File: src/rtl/pe_pkg.sv
// Shared types and constants for the pe_mac_act processing element and its activation unit.
package pe_pkg;

  typedef enum logic [1:0] {
    ACT_NONE = 2'd0,
    ACT_RELU = 2'd1,
    ACT_BIN  = 2'd2
  } act_mode_t;

  typedef enum logic {
    ST_IDLE = 1'b0,
    ST_ACC  = 1'b1
  } pe_state_t;

  localparam logic [7:0] BIN_ONE = 8'hFF;

endpackage

File: src/rtl/pe_act.sv
// Combinational activation applied to a finished tile sum: pass-through, ReLU or threshold binarize.
module pe_act
  import pe_pkg::*;
#(
  parameter int ACC_W  = 32,
  parameter int DATA_W = 8,
  parameter int SIGNED = 1
) (
  input  logic [ACC_W-1:0] i_sum,
  input  logic [1:0]       i_mode,
  input  logic [ACC_W-1:0] i_thresh,
  output logic [ACC_W-1:0] o_y
);

  // Binarize "high" is all-ones over the operand width, zero-extended to the result width.
  localparam logic [ACC_W-1:0] BIN_HI = ACC_W'({DATA_W{1'b1}});

  logic w_neg;
  logic w_ge;

  assign w_neg = (SIGNED != 0) && i_sum[ACC_W-1];
  assign w_ge  = (SIGNED != 0) ? ($signed(i_sum) >= $signed(i_thresh))
                               : (i_sum >= i_thresh);

  always_comb begin
    o_y = i_sum;
    case (i_mode)
      ACT_RELU: if (w_neg) o_y = '0;
      ACT_BIN:  o_y = w_ge ? BIN_HI : '0;
      default:  o_y = i_sum;
    endcase
  end

endmodule

File: src/rtl/pe_mac_act.sv
// Systolic PE: forwards operands east/south, accumulates a tile of saturating products,
// activates the tile sum and presents it behind a valid/ready result register.
module pe_mac_act
  import pe_pkg::*;
#(
  parameter int DATA_W = 8,
  parameter int ACC_W  = 32,
  parameter int LEN_W  = 10,
  parameter int SIGNED = 1
) (
  input  logic              i_clk,
  input  logic              i_arst_n,
  input  logic              i_clear,
  input  logic              i_valid,
  input  logic [DATA_W-1:0] i_a,
  input  logic [DATA_W-1:0] i_b,
  input  logic [LEN_W-1:0]  i_len,
  input  logic [1:0]        i_act_mode,
  input  logic [ACC_W-1:0]  i_thresh,
  output logic [DATA_W-1:0] o_a,
  output logic [DATA_W-1:0] o_b,
  output logic              o_valid,
  output logic [ACC_W-1:0]  o_y,
  output logic              o_y_valid,
  input  logic              i_y_ready,
  output logic              o_sat,
  output logic              o_ovf
);

  localparam int PROD_W = 2 * DATA_W;
  localparam int EXT_W  = ACC_W + 1 - PROD_W;

  // Returns {clamped, value}; the sum carries one guard bit above the accumulator width.
  function automatic logic [ACC_W:0] sat_add(input logic [ACC_W:0] s);
    logic [ACC_W:0] r;
    r = {1'b0, s[ACC_W-1:0]};
    if (SIGNED != 0) begin
      if (s[ACC_W] != s[ACC_W-1])
        r = {1'b1, s[ACC_W], {(ACC_W-1){~s[ACC_W]}}};
    end else if (s[ACC_W]) begin
      r = {1'b1, {ACC_W{1'b1}}};
    end
    return r;
  endfunction

  pe_state_t r_state, w_state_nxt;

  logic [DATA_W-1:0] r_a_p1, r_b_p1;
  logic              r_vld_p1;
  logic [ACC_W-1:0]  r_acc;
  logic [LEN_W-1:0]  r_cnt;
  logic [LEN_W-1:0]  r_len;
  logic [ACC_W-1:0]  r_y_p1;
  logic              r_y_vld_p1;
  logic              r_sat;
  logic              r_ovf;

  logic signed [DATA_W-1:0] w_a_s, w_b_s;
  logic signed [PROD_W-1:0] w_a_sx, w_b_sx, w_prod_s;
  logic [PROD_W-1:0]        w_a_zx, w_b_zx, w_prod_u, w_prod;
  logic                     w_prod_msb;
  logic [ACC_W:0]           w_prod_ext, w_acc_ext, w_sum_ext, w_sat_res;
  logic [ACC_W-1:0]         w_acc_opnd, w_sum, w_act_y;
  logic                     w_clamp;
  logic [LEN_W-1:0]         w_len_in;
  logic                     w_tile_done;
  logic                     w_load, w_drop;

  // ---- stage p0: product, sign/zero extension and saturating add ----
  assign w_a_s    = i_a;
  assign w_b_s    = i_b;
  assign w_a_sx   = PROD_W'(w_a_s);
  assign w_b_sx   = PROD_W'(w_b_s);
  assign w_prod_s = w_a_sx * w_b_sx;
  assign w_a_zx   = PROD_W'(i_a);
  assign w_b_zx   = PROD_W'(i_b);
  assign w_prod_u = w_a_zx * w_b_zx;
  assign w_prod   = (SIGNED != 0) ? $unsigned(w_prod_s) : w_prod_u;

  assign w_prod_msb = (SIGNED != 0) && w_prod[PROD_W-1];
  assign w_prod_ext = {{EXT_W{w_prod_msb}}, w_prod};
  // The first beat of a tile starts from zero regardless of any leftover accumulator content.
  assign w_acc_opnd = (r_state == ST_ACC) ? r_acc : '0;
  assign w_acc_ext  = {(SIGNED != 0) && w_acc_opnd[ACC_W-1], w_acc_opnd};
  assign w_sum_ext  = w_acc_ext + w_prod_ext;
  assign w_sat_res  = sat_add(w_sum_ext);
  assign w_clamp    = w_sat_res[ACC_W];
  assign w_sum      = w_sat_res[ACC_W-1:0];
  assign w_len_in   = (i_len == '0) ? LEN_W'(1) : i_len;

  pe_act #(
    .ACC_W  (ACC_W),
    .DATA_W (DATA_W),
    .SIGNED (SIGNED)
  ) u_act (
    .i_sum    (w_sum),
    .i_mode   (i_act_mode),
    .i_thresh (i_thresh),
    .o_y      (w_act_y)
  );

  always_comb begin
    w_state_nxt = r_state;
    w_tile_done = 1'b0;
    case (r_state)
      ST_IDLE: begin
        if (i_valid) begin
          if (w_len_in == LEN_W'(1)) w_tile_done = 1'b1;
          else                       w_state_nxt = ST_ACC;
        end
      end
      ST_ACC: begin
        if (i_valid && (r_cnt == r_len - LEN_W'(1))) begin
          w_tile_done = 1'b1;
          w_state_nxt = ST_IDLE;
        end
      end
      default: w_state_nxt = ST_IDLE;
    endcase
    if (i_clear) begin
      w_state_nxt = ST_IDLE;
      w_tile_done = 1'b0;
    end
  end

  // A finished tile is accepted unless the held result is still waiting for downstream.
  assign w_load = w_tile_done && (!r_y_vld_p1 || i_y_ready);
  assign w_drop = w_tile_done && r_y_vld_p1 && !i_y_ready;

  always_ff @(posedge i_clk or negedge i_arst_n) begin
    if (!i_arst_n) r_state <= ST_IDLE;
    else           r_state <= w_state_nxt;
  end

  // ---- stage p1: neighbour forwarding registers ----
  always_ff @(posedge i_clk or negedge i_arst_n) begin
    if (!i_arst_n) begin
      r_a_p1   <= '0;
      r_b_p1   <= '0;
      r_vld_p1 <= 1'b0;
    end else begin
      r_vld_p1 <= i_valid;
      if (i_valid) begin
        r_a_p1 <= i_a;
        r_b_p1 <= i_b;
      end
    end
  end

  // ---- stage p1: accumulator, tile counter, result register and sticky flags ----
  always_ff @(posedge i_clk or negedge i_arst_n) begin
    if (!i_arst_n) begin
      r_acc      <= '0;
      r_cnt      <= '0;
      r_len      <= '0;
      r_y_p1     <= '0;
      r_y_vld_p1 <= 1'b0;
      r_sat      <= 1'b0;
      r_ovf      <= 1'b0;
    end else if (i_clear) begin
      r_acc      <= '0;
      r_cnt      <= '0;
      r_y_p1     <= '0;
      r_y_vld_p1 <= 1'b0;
      r_sat      <= 1'b0;
      r_ovf      <= 1'b0;
    end else begin
      if (i_valid) begin
        if (w_clamp) r_sat <= 1'b1;
        if (w_tile_done) begin
          r_acc <= '0;
          r_cnt <= '0;
        end else if (r_state == ST_IDLE) begin
          r_acc <= w_sum;
          r_cnt <= LEN_W'(1);
          r_len <= w_len_in;
        end else begin
          r_acc <= w_sum;
          r_cnt <= r_cnt + LEN_W'(1);
        end
      end
      if (w_load) begin
        r_y_p1     <= w_act_y;
        r_y_vld_p1 <= 1'b1;
      end else if (r_y_vld_p1 && i_y_ready) begin
        r_y_vld_p1 <= 1'b0;
      end
      if (w_drop) r_ovf <= 1'b1;
    end
  end

  assign o_a       = r_a_p1;
  assign o_b       = r_b_p1;
  assign o_valid   = r_vld_p1;
  assign o_y       = r_y_p1;
  assign o_y_valid = r_y_vld_p1;
  assign o_sat     = r_sat;
  assign o_ovf     = r_ovf;

endmodule

File: config.mk
export PLATFORM = sky130hd
export DESIGN_NAME = pe_mac_act
export DESIGN_NICKNAME = d
export VERILOG_FILES = /design/src/rtl/pe_pkg.sv /design/src/rtl/pe_act.sv /design/src/rtl/pe_mac_act.sv
export SDC_FILE = /design/constraint.sdc
export NUM_CORES = 1
export LEC_CHECK = 0
export CAP_MARGIN = 10
export CORE_AREA = 2 2 141 212
export DETAILED_ROUTE_END_ITERATION = 10
export DIE_AREA = 0 0 143 214
export PLACE_DENSITY = 0.64
export SYNTH_ARGS = -nofsm -noshare
export SYNTH_HDL_FRONTEND = slang
export SYNTH_SLANG_ARGS = --single-unit
File: constraint.sdc
create_clock -name i_clk -period 8 [get_ports i_clk]
set_clock_uncertainty 0.15 [all_clocks]
set_input_delay 2 -clock i_clk [delete_from_list [all_inputs] [get_ports i_clk]]
set_output_delay 2 -clock i_clk [all_outputs]
set_load 0.05 [all_outputs]
==> flow_summary.toml, run 1 <==
[detailed_routing]
firstDrtPassIters = 5
wl_per_cell_um = 18.4
num_vias = 9775
wirelength_mm = 34.4
drtIter0Drc = 531
viasPerCell = 5.22
met1Wirelength_mm = 12.6
routed-wl-met3_um = 826
route.met2.wl_mm = 18.5
drc = 0
top_layer_used = "met4"
antenna_left = 0

[yosys]
syn_area_per_cell_um2 = 9.78
mappedNetlistNets = 1472
ys.flop_type = "dfrtp_1"
postSynthRegisterBits = 105
synth-seq-area-share = 0.232
synth_top_cell_area_share = 0.247
syn_area_um2 = 11300
synth_cells = 1159
async_reset_ff_frac = 1.00
ys_types = 70
synth-edff-count = 0
yosysTopAreaCell = "fa_1"
yosysWarningCount = 0
synth_area_leaders = "fa_1 (25%), dfrtp_1 (23%), ha_1 (12%)"

[timing]
timing.final.crit_period_ns = 9.46
fin_setup_tns_ns = -11.58
fmax_mhz = 106
hold_violations = 0
timing.slew.headroom = 0.200
finalWorstSetupSlack_ns = -1.46
setup_violations = 8
tightest_slew_ns = 1.20
period_share = 1.18
rsz0062_at_grt = "yes"
slew_viol_final = 0

[cts]
cts.sinks = 105
root_buffer = "clkbuf_16"
clk_latency_ns = 0.37
cts_buffers = 9
tritoncts = "yes"
h-tree-depth = 3
path_clk_slew_ns = 0.08
clock_path_buffers = 2

[floorplan]
dieArea_um2 = 30600
io_pins = 117
die_h_um = 214
core_area_um2 = 28600
die_x_um = 143
start_util = 0.396
rows = 76

[layout]
final_cell_mix = "buf_4 (207), inv_1 (150), fa_1 (129), dfrtp_1 (105), nand2_1 (100)"
n_antenna_cell = 0
drive_gt1_frac = 0.278
final_common_cell = "buf_4"
area_growth_pct = 40.4
final_nets = 1790

[place]
gp_congestion = 0.920
port_buffers = 116
dpl.hpwl_mm = 27.2

[worst_setup_path]
cp_max_fo = 7
cp_slowest_cell = "fa_2"
cp.required_ns = 8.09
start_kind = "input pin"
critPathCaptureType = "flop"
crit_type = "input pin to flop"
crit_arrival_ns = 9.55
max_stage_delay_ns = 0.60
crit_path_frequent_cell = "buf_6"

[global_route]
antenna_found_initial = 0
grt_pass1_wl_mm = 55.0
overflow = 0
grt_pass1_vias = 10520
grt_usage = 0.230
grt_max_degree = 60

[outcome]
status = "complete, but fails checks"
violations = "negative setup slack"

[hold_path]
hold_path_class = "flop to flop"

[flow_run]
maxCapViolations = 0
## cell usage after synthesis, types with 6 or more instances
| master | count |
|---|---|
| o21ai_0 | 55 |
| nand2b_1 | 9 |
| clkbuf_1 | 25 |
| fa_1 | 140 |
| dfrtp_1 | 105 |
| ha_1 | 108 |
| mux2_2 | 25 |
| nor2_1 | 46 |
| a21oi_1 | 72 |
| nand3_1 | 22 |
| a21o_1 | 16 |
| o211ai_1 | 10 |
| nand2_1 | 106 |
| o21ai_1 | 6 |
| and3_1 | 7 |
| nor3_1 | 15 |
| xor2_1 | 19 |
| nand4_1 | 8 |
| xnor2_1 | 28 |
| and2_1 | 59 |
| inv_1 | 154 |
| a22o_1 | 39 |
## cells by family after synthesis
group / Yosys count / synth area share
buffers and inverters: 192 / 0.0661
AND/OR/NAND/NOR: 296 / 0.128
AO/OA/AOI/OAI: 242 / 0.142
multiplexers: 25 / 0.0248
adder cells (fa/ha/maj): 251 / 0.369
XOR/XNOR: 48 / 0.0378
flip-flops: 105 / 0.232
## flip-flops by register name, indices dropped and copies added, names as in the netlist
name	cells
o_sat	1
o_y_valid	1
o_b	8
o_a	8
r_acc	32
r_len	10
r_state	1
r_cnt	10
o_valid	1
o_y	32
o_ovf	1
## layer usage
layer	track usage	vias up
met3	0.0203	112
met5	0	-
li1	-	4536
met1	0.249	4916
met2	0.426	211
met4	0.137	0
## area by class of cell
class	count	area [µm²]
fillers	2505	12700
multi-input cells	862	8840
repair buffers	343	3070
flip-flops and latches	105	2630
inverters	156	596
well taps	390	488
clock buffers	10	229
clock inverters	6	61.3
## final timing paths
kind / from / end / slack, ns / cells past startpoint
min in group asynchronous: i_arst_n / r_len[5]$_DFFE_PN0P_ / 1.51 / 1
hold / removal: r_acc[25]$_DFFE_PN0P_ / r_acc[25]$_DFFE_PN0P_ / 0.33 / 2
setup / recovery: i_a[7] / o_y[0]$_DFFE_PN0P_ / -1.46 / 35
max in group asynchronous: i_arst_n / r_acc[29]$_DFFE_PN0P_ / 4.95 / 2
setup reg to reg: r_state$_DFF_PN0_ / o_y[0]$_DFFE_PN0P_ / 0.02 / 33
hold reg to reg: r_acc[25]$_DFFE_PN0P_ / r_acc[25]$_DFFE_PN0P_ / 0.33 / 2
## stage by stage
stage	hold WS [ns]	utilization	cell area, µm²	instances	setup WS [ns]
3_3_place_gp	0.307	0.510	14600	1819	-2.05
4_1_cts	0.333	0.542	15500	1862	-1.44
2_1_floorplan	0.292	-	11600	1159	-1.42
3_5_place_dp	0.318	0.510	14600	1819	-2.25
6_report	0.329	0.556	15900	1872	-1.46
5_1_grt	0.357	0.556	15900	1872	-1.76
## critical path: cells and delay by family
family	cells	cell delay, ns
fa+ha+maj	7	3.06
buf+inv	10	1.15
compound gates	8	1.42
simple gates	9	1.64
mux	1	0.25
## repair_timing
item	4_1_cts	5_1_grt
hold endpoints to repair	0	0
gates resized for setup	101	67
cloned	3	0
hold buffers	0	0
endpoints found under the setup margin	54	50
buffers inserted	26	11
pin swaps	51	69
Power of run 1 is left out: the tool's default activity adds up to more than one toggle a clock period on the data nets, which glitch-free logic cannot reach.
==> run 2: changes to the inputs <==
- CAP_MARGIN: 10 -> default
- CTS_CLUSTER_SIZE: default -> 40
==> results of run 2 <==
No change in the layout: final DEF, timing and power equal those of run 1.
Power of run 2 is left out for the same reason.
